File: src/rtl/cu_pkg.sv
// Shared types and constants for the multicycle control unit.
// Optional build macro: CU_WAIT_EN (memory-ready wait handshake).
package cu_pkg;

  // FSM states; the numeric value is what appears on the state output
  typedef enum logic [4:0] {
    IDLE = 5'd0,
    F0   = 5'd1,
    F1   = 5'd2,
    F2   = 5'd3,
    DEC  = 5'd4,
    O0   = 5'd5,
    O1   = 5'd6,
    EXA  = 5'd7,
    EXI  = 5'd8,
    MR0  = 5'd9,
    MR1  = 5'd10,
    A0   = 5'd11,
    A1   = 5'd12,
    A2   = 5'd13,
    S1   = 5'd14,
    S2   = 5'd15,
    HALT = 5'd16
  } cu_state_e;

  // Instruction classes the decoder sorts opcodes into
  typedef enum logic [2:0] {
    CL_LD  = 3'd0,
    CL_ST  = 3'd1,
    CL_MR  = 3'd2,
    CL_MI  = 3'd3,
    CL_ALU = 3'd4,
    CL_CMP = 3'd5
  } cu_class_e;

  // Opcodes (cu_in[DW-1:DW-4])
  localparam logic [3:0] OP_LD  = 4'b0000;
  localparam logic [3:0] OP_ST  = 4'b0001;
  localparam logic [3:0] OP_MI  = 4'b0010;
  localparam logic [3:0] OP_MR  = 4'b0011;
  localparam logic [3:0] OP_SUM = 4'b0100;
  localparam logic [3:0] OP_SB  = 4'b0101;
  localparam logic [3:0] OP_ANR = 4'b0110;
  localparam logic [3:0] OP_CM  = 4'b0111;
  localparam logic [3:0] OP_ORR = 4'b1000;
  localparam logic [3:0] OP_ORI = 4'b1001;
  localparam logic [3:0] OP_XRR = 4'b1010;
  localparam logic [3:0] OP_XRI = 4'b1011;
  localparam logic [3:0] OP_SMI = 4'b1100;
  localparam logic [3:0] OP_SBI = 4'b1101;
  localparam logic [3:0] OP_ANI = 4'b1110;
  localparam logic [3:0] OP_CMI = 4'b1111;

  // ALU modes
  localparam logic [2:0] MODE_SUM  = 3'b000;
  localparam logic [2:0] MODE_SB   = 3'b001;
  localparam logic [2:0] MODE_CM   = 3'b010;
  localparam logic [2:0] MODE_AND  = 3'b011;
  localparam logic [2:0] MODE_OR   = 3'b100;
  localparam logic [2:0] MODE_XOR  = 3'b101;
  localparam logic [2:0] MODE_PASS = 3'b110;

  // MAR source select
  localparam logic [1:0] RAM_IN_PC  = 2'b00;
  localparam logic [1:0] RAM_IN_MBR = 2'b01;

  // Single-bit datapath strobes and status, held together in one register
  typedef struct packed {
    logic mbr_we;
    logic ir_we;
    logic pc_inc;
    logic rf_we;
    logic acc_we;
    logic mar_we;
    logic ram_we;
    logic alu_mux;
    logic rf_mux;
    logic alu_out_mux;
    logic mbr_mux;
    logic data_imm;
    logic flag_we;
    logic halted;
  } cu_strb_t;

  // States that perform a RAM access and may stretch on mem_rdy
  function automatic logic is_mem_wait(input cu_state_e s);
    return (s == F1) || (s == O1) || (s == A1) || (s == S2);
  endfunction

endpackage

File: src/rtl/cu_decode.sv
// Combinational opcode decoder: opcode -> {class, is_imm, ALU mode}.
// Shared by the DEC branch and the EXA output decode.
module cu_decode
  import cu_pkg::*;
#(
  parameter int MODE_W = 3
) (
  input  logic [3:0]        opcode,
  output cu_class_e         op_class,
  output logic              is_imm,
  output logic [MODE_W-1:0] mode
);

  // Map each opcode onto its class, operand source and ALU operation
  always_comb begin
    op_class = CL_ALU;
    is_imm   = 1'b0;
    mode     = MODE_W'(MODE_SUM);
    case (opcode)
      OP_LD:  begin op_class = CL_LD; is_imm = 1'b1; mode = MODE_W'(MODE_PASS); end
      OP_ST:  begin op_class = CL_ST; is_imm = 1'b1; end
      OP_MR:  begin op_class = CL_MR; end
      OP_MI:  begin op_class = CL_MI; is_imm = 1'b1; mode = MODE_W'(MODE_PASS); end
      OP_SUM: begin mode = MODE_W'(MODE_SUM); end
      OP_SMI: begin is_imm = 1'b1; mode = MODE_W'(MODE_SUM); end
      OP_SB:  begin mode = MODE_W'(MODE_SB); end
      OP_SBI: begin is_imm = 1'b1; mode = MODE_W'(MODE_SB); end
      OP_CM:  begin op_class = CL_CMP; mode = MODE_W'(MODE_CM); end
      OP_CMI: begin op_class = CL_CMP; is_imm = 1'b1; mode = MODE_W'(MODE_CM); end
      OP_ANR: begin mode = MODE_W'(MODE_AND); end
      OP_ANI: begin is_imm = 1'b1; mode = MODE_W'(MODE_AND); end
      OP_ORR: begin mode = MODE_W'(MODE_OR); end
      OP_ORI: begin is_imm = 1'b1; mode = MODE_W'(MODE_OR); end
      OP_XRR: begin mode = MODE_W'(MODE_XOR); end
      OP_XRI: begin is_imm = 1'b1; mode = MODE_W'(MODE_XOR); end
      default: begin op_class = CL_ALU; is_imm = 1'b0; mode = MODE_W'(MODE_SUM); end
    endcase
  end

endmodule

File: src/rtl/cu_multicycle.sv
// Multicycle fetch/decode/execute control unit.
// Outputs are registered from the next state so each state's strobes
// appear exactly while that state is held. Define CU_WAIT_EN to let the
// RAM-access states stretch until mem_rdy; otherwise mem_rdy is ignored.
// Legal configurations satisfy 2*RSEL_W <= DW-4.
module cu_multicycle
  import cu_pkg::*;
#(
  parameter int DW     = 8,
  parameter int RSEL_W = 2,
  parameter int MODE_W = 3
) (
  input  logic              cu_clk,
  input  logic              cu_rst,
  input  logic [DW-1:0]     cu_in,
  input  logic              mem_rdy,
  input  logic              halt_req,
  output logic [4:0]        state,
  output logic [MODE_W-1:0] mode,
  output logic [RSEL_W-1:0] select,
  output logic [1:0]        ram_in,
  output logic              mbr_we,
  output logic              ir_we,
  output logic              pc_inc,
  output logic              rf_we,
  output logic              acc_we,
  output logic              mar_we,
  output logic              ram_we,
  output logic              alu_mux,
  output logic              rf_mux,
  output logic              alu_out_mux,
  output logic              mbr_mux,
  output logic              data_imm,
  output logic              flag_we,
  output logic              halted
);

  logic [RSEL_W-1:0] rs_s, rd_s;
  cu_class_e         op_class_s;
  logic              is_imm_s;
  logic [MODE_W-1:0] dec_mode_s;
  logic              adv_s;
  logic              gate_s;
  cu_state_e         end_s;
  cu_state_e         state_r, nxt_s;
  cu_strb_t          strb_r, strb_nxt_s;
  logic [MODE_W-1:0] mode_r, mode_nxt_s;
  logic [RSEL_W-1:0] select_r, select_nxt_s;
  logic [1:0]        ram_in_r, ram_in_nxt_s;

  assign rs_s = cu_in[RSEL_W-1:0];
  assign rd_s = cu_in[2*RSEL_W-1:RSEL_W];

  cu_decode #(.MODE_W(MODE_W)) u_decode (
    .opcode   (cu_in[DW-1:DW-4]),
    .op_class (op_class_s),
    .is_imm   (is_imm_s),
    .mode     (dec_mode_s)
  );

`ifdef CU_WAIT_EN
  // Memory states advance, and their strobes fire, only once RAM is ready
  assign adv_s  = mem_rdy;
  assign gate_s = mem_rdy | ~is_mem_wait(state_r);
`else
  logic unused_mem_rdy_s;
  assign adv_s            = 1'b1;
  assign gate_s           = 1'b1;
  assign unused_mem_rdy_s = mem_rdy;
`endif

  assign end_s = halt_req ? HALT : F0;

  // Next-state selection, including the instruction-boundary halt check
  always_comb begin
    nxt_s = state_r;
    case (state_r)
      IDLE: nxt_s = F0;
      F0:   nxt_s = F1;
      F1:   nxt_s = adv_s ? F2 : F1;
      F2:   nxt_s = DEC;
      DEC: begin
        case (op_class_s)
          CL_MR:          nxt_s = MR0;
          CL_ALU, CL_CMP: nxt_s = is_imm_s ? O0 : EXA;
          default:        nxt_s = O0;
        endcase
      end
      O0:   nxt_s = O1;
      O1: begin
        if (!adv_s) begin
          nxt_s = O1;
        end else begin
          case (op_class_s)
            CL_LD, CL_ST: nxt_s = A0;
            CL_MI:        nxt_s = EXI;
            default:      nxt_s = EXA;
          endcase
        end
      end
      EXA:  nxt_s = end_s;
      EXI:  nxt_s = end_s;
      MR0:  nxt_s = MR1;
      MR1:  nxt_s = end_s;
      A0:   nxt_s = (op_class_s == CL_ST) ? S1 : A1;
      A1:   nxt_s = adv_s ? A2 : A1;
      A2:   nxt_s = end_s;
      S1:   nxt_s = S2;
      S2:   nxt_s = adv_s ? end_s : S2;
      HALT: nxt_s = halt_req ? HALT : F0;
      default: nxt_s = IDLE;
    endcase
  end

  // Strobes and selects that belong to the state being entered
  always_comb begin
    strb_nxt_s   = '0;
    mode_nxt_s   = '0;
    select_nxt_s = '0;
    ram_in_nxt_s = RAM_IN_PC;
    case (nxt_s)
      F0, O0: strb_nxt_s.mar_we = 1'b1;
      F1, O1: begin
        strb_nxt_s.mbr_we = 1'b1;
        strb_nxt_s.pc_inc = 1'b1;
      end
      F2: strb_nxt_s.ir_we = 1'b1;
      EXA: begin
        strb_nxt_s.alu_mux  = 1'b1;
        strb_nxt_s.data_imm = is_imm_s;
        strb_nxt_s.acc_we   = (op_class_s != CL_CMP);
        strb_nxt_s.flag_we  = (op_class_s == CL_CMP);
        select_nxt_s        = rs_s;
        mode_nxt_s          = dec_mode_s;
      end
      EXI: begin
        strb_nxt_s.rf_we    = 1'b1;
        strb_nxt_s.data_imm = 1'b1;
        select_nxt_s        = rd_s;
      end
      MR0: begin
        strb_nxt_s.acc_we      = 1'b1;
        strb_nxt_s.alu_out_mux = 1'b1;
        select_nxt_s           = rs_s;
      end
      MR1: begin
        strb_nxt_s.rf_we  = 1'b1;
        strb_nxt_s.rf_mux = 1'b1;
        select_nxt_s      = rd_s;
      end
      A0: begin
        strb_nxt_s.mar_we = 1'b1;
        ram_in_nxt_s      = RAM_IN_MBR;
      end
      A1: strb_nxt_s.mbr_we = 1'b1;
      A2: begin
        strb_nxt_s.acc_we   = 1'b1;
        strb_nxt_s.data_imm = 1'b1;
        mode_nxt_s          = MODE_W'(MODE_PASS);
      end
      S1: begin
        strb_nxt_s.mbr_mux = 1'b1;
        strb_nxt_s.mbr_we  = 1'b1;
      end
      S2:   strb_nxt_s.ram_we = 1'b1;
      HALT: strb_nxt_s.halted = 1'b1;
      default: strb_nxt_s = '0;
    endcase
  end

  // State and output registers; reset clears every strobe at once
  always_ff @(posedge cu_clk or posedge cu_rst) begin
    if (cu_rst) begin
      state_r  <= IDLE;
      strb_r   <= '0;
      mode_r   <= '0;
      select_r <= '0;
      ram_in_r <= RAM_IN_PC;
    end else begin
      state_r  <= nxt_s;
      strb_r   <= strb_nxt_s;
      mode_r   <= mode_nxt_s;
      select_r <= select_nxt_s;
      ram_in_r <= ram_in_nxt_s;
    end
  end

  assign state       = state_r;
  assign mode        = mode_r;
  assign select      = select_r;
  assign ram_in      = ram_in_r;
  assign mbr_we      = strb_r.mbr_we & gate_s;
  assign pc_inc      = strb_r.pc_inc & gate_s;
  assign ram_we      = strb_r.ram_we & gate_s;
  assign ir_we       = strb_r.ir_we;
  assign rf_we       = strb_r.rf_we;
  assign acc_we      = strb_r.acc_we;
  assign mar_we      = strb_r.mar_we;
  assign alu_mux     = strb_r.alu_mux;
  assign rf_mux      = strb_r.rf_mux;
  assign alu_out_mux = strb_r.alu_out_mux;
  assign mbr_mux     = strb_r.mbr_mux;
  assign data_imm    = strb_r.data_imm;
  assign flag_we     = strb_r.flag_we;
  assign halted      = strb_r.halted;

endmodule

File: config.mk
export PLATFORM = sky130hd
export DESIGN_NAME = cu_multicycle
export DESIGN_NICKNAME = d
export VERILOG_FILES = /design/src/rtl/cu_pkg.sv /design/src/rtl/cu_decode.sv /design/src/rtl/cu_multicycle.sv
export SDC_FILE = /design/constraint.sdc
export NUM_CORES = 1
export LEC_CHECK = 0
export CELL_PAD_IN_SITES_DETAIL_PLACEMENT = 0
export CELL_PAD_IN_SITES_GLOBAL_PLACEMENT = 1
export CORE_AREA = 2 2 58 60
export CTS_CLUSTER_DIAMETER = 120
export CTS_CLUSTER_SIZE = 10
export DETAILED_ROUTE_END_ITERATION = 16
export DIE_AREA = 0 0 60 62
export DONT_BUFFER_PORTS = 1
export PLACE_DENSITY = 0.79
export SETUP_SLACK_MARGIN = 0.15
export SLEW_MARGIN = 0
export SYNTH_ARGS = -nofsm -noshare
export SYNTH_HDL_FRONTEND = slang
export SYNTH_HIERARCHICAL = 1
export SYNTH_SLANG_ARGS = --single-unit
File: constraint.sdc
create_clock -name cu_clk -period 2.28 [get_ports cu_clk]
set_input_delay 0.57 -clock cu_clk [delete_from_list [all_inputs] [get_ports cu_clk]]
set_output_delay 0.57 -clock cu_clk [all_outputs]
set_load 0.02 [all_outputs]
==> metrics.yaml <==
status: "complete, no violations"
whs_ps: 138
crit_path_end_kind: "flip-flop"
internal-power_uw: 1120
cts.sink_count: 25
rows: 21
slowest_stage: "or4b_4"
grt_remaining_overflow: 0
leakage_uw: 0.000726
seqCellArea_um2: 626
cap_violations: 0
finalCritPeriodShare: 0.921
drt-initial-drc-count: 31
period_minus_slack_ps: 2100
dieArea_um2: 3720
gp_congestion: 0.754
ys_seq_area_frac: 0.455
postSynth.asyncResetShare: 1.00
avgViaCountPerCell: 5.39
place_hpwl_um: 2140
tritoncts: "built"
multiInputGateArea_um2: 676
final_common_cell: "dfrtp_1"
route.vias.total: 1013
r2r-start: "state[0]$_DFF_PP0_"
die_w_um: 60
coreArea_um2: 3180
cts_root_buf: "clkbuf_4"
first_global_vias: 941
startpoint_type: "primary input"
initial_core_util: 0.433
antenna_cells: 0
drcViolationCount: 0
finalNonFillerCells: 188
antenna_found_initial: 0
die_h_um: 62
htreeDepth: 1
dr.pass1.iters: 5
grt_pass1_wl_um: 4440
required_ps: 2480
critical_path_class: "primary input to flip-flop"
synth_edf_count: 0
layout_common_cells: "25 x dfrtp_1, 18 x buf_4, 8 x nand2_1, 8 x nor2_1"
hold_viol_final: 0
synth.distinct_cells: 52
syn_nets: 140
crit_start: "cu_in[5]"
critPathMaxStageDelay_ps: 530
ys_warn_count: 6
final_nets: 155
fillers: 291
pwr-share-seq: 0.405
dp_cells: 184
rsz0062_at_grt: "true"
switching_share: 0.434
clkPwrFrac: 0.091
design_area_um2: 1550
numCtsBuffers: 3
ys_seq_elements: 25
clk_latency_ps: 300
hold_path_class: "primary input to async pin"
final_core_util: 0.488
path_max_fanout: 8
placed_cell_area_um2: 1520
p_sw_uw: 862
boundaryPins: 38
area_growth_pct: 12.7
synthFlopType: "dfrtp_1"
clk_path_buf_depth: 2
grt_usage: 0.160
antenna_left: 0
wl_per_cell_um: 14.3
largest_reg_flops: 5
netlist_instances: 128
power_frac_comb: 0.504
place.port_buffers: 0
fmax_mhz: 476
drt_wl_total_um: 2690
setup_violations: 0
synthesis.area_um2: 1380
slew_violations: 0
clkTransAtPathRegs_ps: 120
cp_cell_sequence: "nor4b_1, a311o_1, or4b_4, o21ai_4, o21ai_1, a31o_1, a22o_1"
grt_max_degree: 17
cp.arrival_ps: 2300
power.total_uw: 1990
cts_hold_buf: 0
skew_ps: 5.95
powerDensity_nw_per_um2: 1280
drive_gt1_frac: 0.261
ir_drop_mv: 0.403
avgSynthCellArea_um2: 10.7
## cell type report
cell class | count | share of cell area
Inverter | 7 | 0.0186
Tap cell | 46 | 0.0371
Clock buffer | 3 | 0.0145
Multi-Input combinational cell | 88 | 0.436
Clock inverter | 1 | 0.00323
Timing Repair Buffer | 18 | 0.0872
Sequential cell | 25 | 0.404
## cells in the mapped netlist, types with 2 or more instances
| cell | count | area, um^2 |
|---|---|---|
| o21ai_0 | 3 | 15.0 |
| nor3b_1 | 3 | 22.5 |
| and2_1 | 4 | 25.0 |
| nor4b_2 | 2 | 30.0 |
| a21o_1 | 4 | 30.0 |
| nor3_1 | 2 | 10.0 |
| buf_4 | 5 | 37.5 |
| nand2_1 | 8 | 30.0 |
| inv_1 | 5 | 18.8 |
| nor2_1 | 9 | 33.8 |
| o211a_4 | 2 | 35.0 |
| a21oi_1 | 4 | 20.0 |
| and4b_1 | 2 | 20.0 |
| a22o_1 | 2 | 17.5 |
| buf_6 | 2 | 22.5 |
| nor4b_1 | 3 | 26.3 |
| nor2b_1 | 5 | 31.3 |
| dfrtp_1 | 25 | 626 |
| nand2b_1 | 4 | 25.0 |
| o21a_1 | 2 | 15.0 |
## power by group through the flow
stage / clock network, uW / logic (uW) / registers, uW
6_report: 181 / 1000 / 803
4_1_cts: 188 / 998 / 804
5_1_grt: 214 / 1090 / 831
2_1_floorplan: 0 / 711 / 786
3_5_place_dp: 0 / 993 / 811
3_3_place_gp: 0 / 970 / 805
## path summary, 6_finish.rpt
kind | to | depth (start not counted) | slack (ps)
hold reg to reg | rf_mux$_DFF_PP0_ | 1 | 690
min in group cu_clk | state[4]$_DFF_PP0_ | 1 | 390
setup reg to reg | select[0]$_DFF_PP0_ | 7 | 230
max in group asynchronous | data_imm$_DFF_PP0_ | 2 | 1610
hold / removal | pc_inc$_DFF_PP0_ | 1 | 140
setup / recovery | select[0]$_DFF_PP0_ | 7 | 180
## critical path: cells and delay by family
family,cells,cell delay [ps]
and+or+nand+nor,2,650
AOI/OAI and AO/OA,5,1080
## layer usage
| metal | global-route usage | wire, um |
|---|---|---|
| met1 | 0.209 | 1180 |
| met2 | 0.270 | 1350 |
| met3 | 0.0248 | 122 |
| met4 | 0.0571 | 42 |
| met5 | 0 | 0 |
## cells by family after synthesis
family	count (synthesis)	synth area share
AOI/OAI and AO/OA	32	0.205
xor gates and xnor gates	1	0.00637
buffers and inverters	15	0.0682
DFF	25	0.455
other	1	0.00273
and+or+nand+nor	54	0.263
## timing repair
item,CTS,global route
buffers inserted,0,0
resized for setup,0,1
endpoints found under the setup margin,0,3
endpoints found under the hold margin,0,0
## metrics by stage
| stage | worst slack (ps) | TNS, ps |
|---|---|---|
| 2_1_floorplan | -92.7 | -250 |
| 3_3_place_gp | -99.9 | -393 |
| 3_5_place_dp | -127 | -654 |
| 4_1_cts | 195 | 0 |
| 5_1_grt | 138 | 0 |
| 6_report | 181 | 0 |
Note: power is estimated with default switching activity, not from simulation.
